--- src/rtl/fsm_counter_dispatcher.sv ---
// Request FIFO plus launch FSM feeding the FSM counter's i_run/i_num_cnt
// interface, with a retired-job counter and a sticky watchdog flag.
module fsm_counter_dispatcher #(
  parameter int unsigned CNT_W   = 7,
  parameter int unsigned DEPTH   = 4,
  parameter int unsigned TIMEOUT = 1024
) (
  input  logic                     clk,
  input  logic                     reset,
  input  logic                     i_req_valid,
  input  logic [CNT_W-1:0]         i_req_num,
  output logic                     o_req_ready,
  output logic                     o_cnt_run,
  output logic [CNT_W-1:0]         o_cnt_num,
  input  logic                     i_cnt_idle,
  input  logic                     i_cnt_done,
  output logic [$clog2(DEPTH):0]   o_level,
  output logic                     o_busy,
  output logic                     o_zero_drop,
  output logic [15:0]              o_job_cnt,
  output logic                     o_timeout
);

  localparam int unsigned AW  = $clog2(DEPTH);
  localparam int unsigned WDW = (TIMEOUT > 2) ? $clog2(TIMEOUT) : 1;

  typedef enum logic [1:0] {
    S_IDLE,
    S_LAUNCH,
    S_WAIT_DONE
  } state_t;

  state_t             state_q, state_d;
  logic [CNT_W-1:0]   mem_q [DEPTH];
  logic [AW-1:0]      wr_ptr_q, rd_ptr_q;
  logic [AW:0]        level_q, level_d;
  logic [CNT_W-1:0]   cnt_num_q, cnt_num_d;
  logic [15:0]        job_cnt_q, job_cnt_d;
  logic               timeout_q, timeout_d;
  logic [WDW-1:0]     wd_q, wd_d;
  logic               zero_drop_q;
  logic               push, store, pop;

  assign o_req_ready = (level_q != (AW+1)'(DEPTH));
  assign push        = i_req_valid && o_req_ready;
  // Zero-count requests complete the handshake but never occupy a slot.
  assign store       = push && (i_req_num != '0);
  assign pop         = (state_q == S_LAUNCH);

  always_comb begin
    level_d = level_q;
    case ({store, pop})
      2'b10:   level_d = level_q + 1'b1;
      2'b01:   level_d = level_q - 1'b1;
      default: level_d = level_q;
    endcase
  end

  always_ff @(posedge clk) begin
    if (store) mem_q[wr_ptr_q] <= i_req_num;
  end

  always_ff @(posedge clk or posedge reset) begin
    if (reset) begin
      wr_ptr_q    <= '0;
      rd_ptr_q    <= '0;
      level_q     <= '0;
      zero_drop_q <= 1'b0;
    end else begin
      if (store) wr_ptr_q <= wr_ptr_q + 1'b1;
      if (pop)   rd_ptr_q <= rd_ptr_q + 1'b1;
      level_q     <= level_d;
      zero_drop_q <= push && (i_req_num == '0);
    end
  end

  always_comb begin
    state_d   = state_q;
    cnt_num_d = cnt_num_q;
    job_cnt_d = job_cnt_q;
    timeout_d = timeout_q;
    wd_d      = wd_q;
    o_cnt_run = 1'b0;
    case (state_q)
      S_IDLE: begin
        if ((level_q != '0) && i_cnt_idle) begin
          state_d   = S_LAUNCH;
          cnt_num_d = mem_q[rd_ptr_q];
        end
      end
      S_LAUNCH: begin
        o_cnt_run = 1'b1;
        wd_d      = '0;
        state_d   = S_WAIT_DONE;
      end
      S_WAIT_DONE: begin
        // Done is tested first so it wins over a watchdog expiring on the same cycle.
        if (i_cnt_done) begin
          job_cnt_d = job_cnt_q + 16'd1;
          state_d   = S_IDLE;
        end else if (wd_q == WDW'(TIMEOUT - 1)) begin
          timeout_d = 1'b1;
          state_d   = S_IDLE;
        end else begin
          wd_d = wd_q + 1'b1;
        end
      end
      default: state_d = S_IDLE;
    endcase
  end

  always_ff @(posedge clk or posedge reset) begin
    if (reset) begin
      state_q   <= S_IDLE;
      cnt_num_q <= '0;
      job_cnt_q <= '0;
      timeout_q <= 1'b0;
      wd_q      <= '0;
    end else begin
      state_q   <= state_d;
      cnt_num_q <= cnt_num_d;
      job_cnt_q <= job_cnt_d;
      timeout_q <= timeout_d;
      wd_q      <= wd_d;
    end
  end

  assign o_cnt_num   = cnt_num_q;
  assign o_level     = level_q;
  assign o_busy      = (state_q != S_IDLE);
  assign o_zero_drop = zero_drop_q;
  assign o_job_cnt   = job_cnt_q;
  assign o_timeout   = timeout_q;

endmodule
--- config.mk ---
export PLATFORM = sky130hd
export DESIGN_NAME = fsm_counter_dispatcher
export DESIGN_NICKNAME = d
export VERILOG_FILES = /design/src/rtl/fsm_counter_dispatcher.sv
export SDC_FILE = /design/constraint.sdc
export NUM_CORES = 1
export LEC_CHECK = 0
export BUFFER_PORTS_ARGS = -buffer_cell sky130_fd_sc_hd__clkbuf_2
export CAP_MARGIN = 20
export CORE_UTILIZATION = 34
export CTS_CLUSTER_DIAMETER = 100
export DETAILED_ROUTE_END_ITERATION = 16
export GPL_TIMING_DRIVEN = 1
export HOLD_SLACK_MARGIN = 0.15
export SLEW_MARGIN = 20
export SYNTH_ARGS = -nofsm -noshare
export SYNTH_HDL_FRONTEND = slang
export SYNTH_SLANG_ARGS = --single-unit
--- constraint.sdc ---
create_clock -name clk -period 2.75 [get_ports clk]
set_input_delay 0.825 -clock clk [delete_from_list [all_inputs] [get_ports clk]]
set_output_delay 0.825 -clock clk [all_outputs]
set_load 0.02 [all_outputs]
==> flow_metrics.py, run 1 <==
metrics = {
    "setup_path": {
        "startpoint_type": "input pin",
        "worstPathBufferInverterCount": 3,
        "max_fanout_on_critical_path": 5,
        "crit_required_ns": 3.02,
        "regToRegSetupSlack_ns": 0.72,
        "worstPathArrival_ns": 2.57,
        "setup.worst_path.end_class": "flip-flop",
        "timing.critical_path.slowest_stage_cell": "fa_1",
        "critical_path_class": "input pin to flip-flop",
        "cp_slowest_stage_delay_ns": 0.37,
        "cp_cell_sequence": "clkbuf_2, nor4_1, nand2_1, and3_1, inv_1, ha_1, inv_1, fa_1, xor2_1, nor2_1, xor2_1",
        "critical-path-top-delay-family": "simple AND/OR/NAND/NOR gates",
    },
    "final_layout": {
        "drive_above_1_share_pct": 30.6,
        "final_area_um2": 3780,
        "num-fill-cells": 881,
        "numnets_final": 303,
        "area_delta_synth_final_pct": 18.1,
        "num_antenna_cells": 0,
    },
    "synth": {
        "synth.largest_area_cell": "dfrtp_1",
        "seq_area_frac_synth_pct": 60.7,
        "synth.cell_area_um2": 3200,
        "synthesis.instances": 232,
        "yosys.area.top_type_share_pct": 34.4,
        "ys_seq_elements": 72,
        "post_synth_main_area_contributors": "dfrtp_1, edfxtp_1, mux4_2, xnor2_1, mux2_2",
        "synth-edff-count": 28,
        "average_footprint_of_a_synthesized_cell_um2": 13.8,
        "net_count_after_synthesis": 252,
        "async_flop_share_pct": 61.1,
        "ys_types": 46,
        "yosysWarnings": 0,
        "synth_top_flop_cell": "dfrtp_1",
        "synth.cells.most_frequent": "dfrtp_1, edfxtp_1, nand3_1, nand2_1, xnor2_1",
        "synthMostInstantiatedCell": "dfrtp_1",
    },
    "clock_tree": {
        "numClockSinks": 72,
        "cts.hold.buffers_added": 0,
        "worstSkewPairLatency_ns": 0.35,
        "tritoncts.num_buffers": 9,
        "cts_root_buf": "clkbuf_8",
        "htreeDepth": 3,
        "cts-root-to-sink-buffers": 2,
        "post_cts_resized": 0,
        "cts.repair_timing.setup_buffer_count": 0,
        "clkTransAtPathRegs_ns": 0.08,
        "cts_tree": "built",
    },
    "status": {
        "run_status": "finished, final reports clean",
    },
    "global_routing": {
        "maximum_number_of_pins_on_one_net_before_global_route_repair": 19,
        "grt-ovfl-total": 0,
        "grt_pass1_wl_mm": 9.43,
        "grt_pass1_vias": 1854,
        "grt_resource_usage_total_pct": 12.7,
        "antenna_violations_before_repair": 0,
    },
    "floorplan": {
        "die_height_um": 99.0,
        "row_count": 35,
        "start_util_pct": 34.8,
        "floorplan.die.width_um": 99.0,
        "die-area_um2": 9800,
        "io_pins": 43,
        "core_region_area_um2": 9200,
    },
    "place": {
        "detailed_place.area_um2": 3550,
        "detailed_place_hpwl_mm": 4.12,
        "port_buffers": 42,
        "gpl.final_weighted_congestion": 0.772,
    },
    "timing": {
        "skew_final_ns": 0.00993,
        "worst_slew_pin_slew_ns": 0.549,
        "max-slew-margin-rel_pct": 63.4,
        "finalHoldViolations": 0,
        "tns_ns": 0,
        "layout_worst_path_cycle_share_pct": 83.5,
        "timing.final.max_slew_violations": 0,
        "setup_violations": 0,
        "grt_setup_unrepaired": "false",
        "maxClockFrequency_ghz": 0.436,
        "finalWorstPathRequiredPeriod_ns": 2.30,
    },
    "power_and_ir_drop": {
        "worst_ir_drop_vdd_mv": 0.361,
        "total_leakage_power_nw": 1.59,
        "cellPowerDensity_nw_per_um2": 966,
    },
    "flow_run": {
        "drv_cap": 0,
    },
    "route": {
        "post_drt_via_cell_ratio": 4.86,
        "detail_route.drc_violations": 0,
        "wire_length_after_detailed_routing_mm": 5.74,
        "via_count": 1938,
        "final_antenna_net_count": 0,
        "detail_route.wl_per_cell_um": 14.4,
        "first_iter_violations": 95,
        "drt-pass1-iter-count": 4,
    },
    "worst_hold_path": {
        "worst_hold_path_type": "input pin to asynchronous set/reset pin",
    },
}
-- cells in the final DEF (no fill, tap or decap), types with 4 or more instances in the layout --
cell / instances
and2_1: 5
and3_1: 4
buf_4: 5
clkbuf_2: 42
clkbuf_8: 9
dfrtp_1: 44
edfxtp_1: 28
ha_1: 7
inv_1: 10
mux2_2: 9
mux4_2: 7
nand2_1: 17
nand3_1: 18
nor2_1: 8
nor3_1: 7
xnor2_1: 12
xor2_1: 9
-- metrics by stage --
stage / cells / hold slack [ns] / util, % / total power, mW / setup slack [ns]
after floorplan: 232 / 0.478 / - / 2.40 / 0.196
after global placement: 383 / 0.461 / 38.6 / 2.71 / 0.0808
after detailed placement: 383 / 0.466 / 38.6 / 2.74 / 0.0738
after CTS: 399 / 0.423 / 41.1 / 3.70 / 0.442
after global routing: 399 / 0.448 / 41.1 / 3.86 / 0.296
final: 399 / 0.417 / 41.1 / 3.65 / 0.455
-- path summary, 6_finish.rpt --
| check | cells past startpoint | start | endpoint |
|---|---|---|---|
| max reg2reg | 10 | o_level[1] | o_level[2] |
| min reg2reg | 1 | o_job_cnt[15] | o_job_cnt[15] |
| max in group asynchronous | 3 | reset | wd_q[6] |
| min | 2 | reset | o_cnt_num[4] |
| max | 11 | i_req_num[5] | o_level[2] |
| min in group clk | 1 | o_job_cnt[15] | o_job_cnt[15] |
-- area by class of cell --
class / instances / area (um^2) / share of cell area [%]
Clock buffer: 9 / 124 / 3.28
Clock inverter: 7 / 108 / 2.85
Inverter: 11 / 41.3 / 1.09
Multi-Input combinational cell: 142 / 1180 / 31.2
Sequential cell: 72 / 1940 / 51.4
Tap cell: 111 / 139 / 3.67
Timing Repair Buffer: 47 / 248 / 6.55
-- state kept, by name (all words and copies together), names as in the netlist --
| name | count |
|---|---|
| mem_q | 28 |
| o_cnt_num | 7 |
| o_job_cnt | 16 |
| o_level | 3 |
| o_timeout | 1 |
| o_zero_drop | 1 |
| rd_ptr_q | 2 |
| state_q | 2 |
| wd_q | 10 |
| wr_ptr_q | 2 |
-- logic make-up after synthesis --
| family | after synthesis | synth area share [%] |
|---|---|---|
| adder cells (fa/ha/maj) | 8 | 3.36 |
| AND/OR/NAND/NOR | 81 | 15.7 |
| AO/OA/AOI/OAI | 14 | 3.32 |
| buffers and inverters | 18 | 2.46 |
| XOR/XNOR | 21 | 5.75 |
| multiplexers | 18 | 8.72 |
| flip-flops | 72 | 60.7 |
-- where the power goes --
group          total (mW)  internal, mW  switching, mW
sequential           1.64          1.38          0.259
clock               0.966         0.529          0.437
combinational        1.04         0.488          0.555
-- metal layers --
| layer | GRT usage [%] | part of all wire, % |
|---|---|---|
| met1 | 17.6 | 48 |
| met2 | 18.5 | 46 |
| met3 | 3.90 | 4.4 |
| met4 | 5.51 | 1.9 |
| met5 | 0 | 0 |
(Power assumes the default switching activity.)
==> run 2: changes to the inputs <==
==> constraint.sdc (replaced) <==
create_clock -name clk -period 2.1 [get_ports clk]
set_input_delay 0.63 -clock clk [delete_from_list [all_inputs] [get_ports clk]]
set_output_delay 0.63 -clock clk [all_outputs]
set_load 0.02 [all_outputs]
==> flow_metrics.py, run 2 (same netlist as run 1, synthesis figures left out) <==
metrics = {
    "setup_path": {
        "setup.worst_path.end_class": "flip-flop",
        "regToRegSetupSlack_ns": 0.16,
        "critical_path_class": "input pin to flip-flop",
        "startpoint_type": "input pin",
        "max_fanout_on_critical_path": 2,
        "worstPathArrival_ns": 2.27,
        "crit_required_ns": 2.36,
    },
    "timing": {
        "skew_final_ns": 0.00868,
        "tns_ns": 0,
        "max-slew-margin-rel_pct": 67.2,
        "finalHoldViolations": 0,
        "worst_slew_pin_slew_ns": 0.489,
        "timing.final.max_slew_violations": 0,
        "finalWorstPathRequiredPeriod_ns": 2.00,
        "setup_violations": 0,
        "maxClockFrequency_ghz": 0.499,
        "layout_worst_path_cycle_share_pct": 95.5,
        "grt_setup_unrepaired": "true",
    },
    "floorplan": {
        "core_region_area_um2": 9200,
        "start_util_pct": 34.8,
        "row_count": 35,
        "io_pins": 43,
        "die_height_um": 99.0,
        "floorplan.die.width_um": 99.0,
        "die-area_um2": 9800,
    },
    "clock_tree": {
        "numClockSinks": 72,
        "tritoncts.num_buffers": 9,
        "cts_root_buf": "clkbuf_8",
        "worstSkewPairLatency_ns": 0.34,
        "htreeDepth": 3,
        "cts_tree": "built",
        "clkTransAtPathRegs_ns": 0.07,
        "cts-root-to-sink-buffers": 2,
    },
    "route": {
        "detail_route.wl_per_cell_um": 14.5,
        "via_count": 1993,
        "drt-pass1-iter-count": 4,
        "detail_route.drc_violations": 0,
        "wire_length_after_detailed_routing_mm": 6.00,
        "final_antenna_net_count": 0,
        "post_drt_via_cell_ratio": 4.81,
        "first_iter_violations": 99,
    },
    "power_and_ir_drop": {
        "cellPowerDensity_nw_per_um2": 1200,
        "worst_ir_drop_vdd_mv": 0.522,
        "post-layout-total-power_mw": 4.70,
        "total_leakage_power_nw": 1.64,
    },
    "global_routing": {
        "antenna_violations_before_repair": 0,
        "grt_pass1_wl_mm": 10.1,
        "grt_pass1_vias": 2018,
        "grt_resource_usage_total_pct": 13.7,
        "maximum_number_of_pins_on_one_net_before_global_route_repair": 20,
        "grt-ovfl-total": 0,
    },
    "worst_hold_path": {
        "worst_hold_path_type": "input pin to asynchronous set/reset pin",
    },
    "final_layout": {
        "top_library_cells_by_usage_in_the_layout_fill_and_taps_aside": "dfrtp_1, clkbuf_2, edfxtp_1",
        "final_area_um2": 3910,
        "layout.cells.most_common": "dfrtp_1",
        "registers.top_by_ff_count": "mem_q",
        "final_core_util_pct": 42.6,
        "numnets_final": 318,
        "drive_above_1_share_pct": 35.6,
        "largest_reg_flops": 28,
        "area_delta_synth_final_pct": 22.3,
        "num_antenna_cells": 0,
    },
    "place": {
        "detailed_place_hpwl_mm": 4.32,
        "detailed_place.area_um2": 3690,
        "gpl.final_weighted_congestion": 0.774,
        "port_buffers": 42,
    },
    "flow_run": {
        "drv_cap": 0,
    },
    "status": {
        "run_status": "finished, final reports clean",
    },
}
## run 2: changes by cell type in the layout (fill, tap and decap cells not counted), moves of 2 or more
cell and delta:
inv_1 -3, inv_6 -2, buf_4 +14, clkbuf_1 +4
inv_8 -2, clkbuf_2 -2, inv_2 +3
## run 2: worst paths after layout
check	start	cells past startpoint	to
worst max-delay path	i_req_num[6]	11	o_level[2]
worst min-delay path	reset	2	o_cnt_num[4]
worst max register to register	o_level[0]	10	o_level[2]
worst min register to register	o_job_cnt[15]	1	o_job_cnt[15]
max in group asynchronous	reset	3	o_job_cnt[3]
min in group clk	o_job_cnt[15]	1	o_job_cnt[15]
## run 2: timing repair
item / 4_1_cts / 5_1_grt
setup endpoints to repair: 0 / 1
resized for setup: 0 / 13
buffers inserted: 0 / 0
hold buffers: 0 / 0
## run 2: cell type report
cell class | instances | area, um^2
Multi-Input combinational cell | 142 | 1220
Timing Repair Buffer | 62 | 389
Clock buffer | 13 | 139
Tap cell | 111 | 139
Inverter | 11 | 41.3
Clock inverter | 3 | 42.5
Fill cell | 850 | 5280
Sequential cell | 72 | 1940
## run 2: critical path: stages
cell	delay, ns
buf_8	0.10
nor4_4	0.26
nand2_2	0.10
and3_4	0.17
inv_2	0.06
ha_4	0.13
inv_2	0.04
fa_2	0.37
xor2_1	0.16
nor2_1	0.11
xor2_1	0.15
## run 2: metal layers
metal	global-route usage [%]	share of wire (%)	up-vias
met2	20.6	45	40
li1	-	-	976
met3	2.41	2.9	7
met1	18.7	50	970
met5	0	0	-
met4	8.27	2.0	0
## run 2: through the flow
stage                     hold slack, ns  instances  worst slack [ns]
after floorplan                    0.478        232            -0.206
after global placement             0.466        398            -0.285
after detailed placement           0.466        398            -0.303
after CTS                          0.280        414            0.0534
after global routing               0.308        414          -0.00819
final                              0.277        414            0.0953
## run 2: power breakdown
part | switching, mW | internal [mW]
clock | 0.493 | 0.550
sequential | 0.254 | 1.81
combinational | 0.845 | 0.742
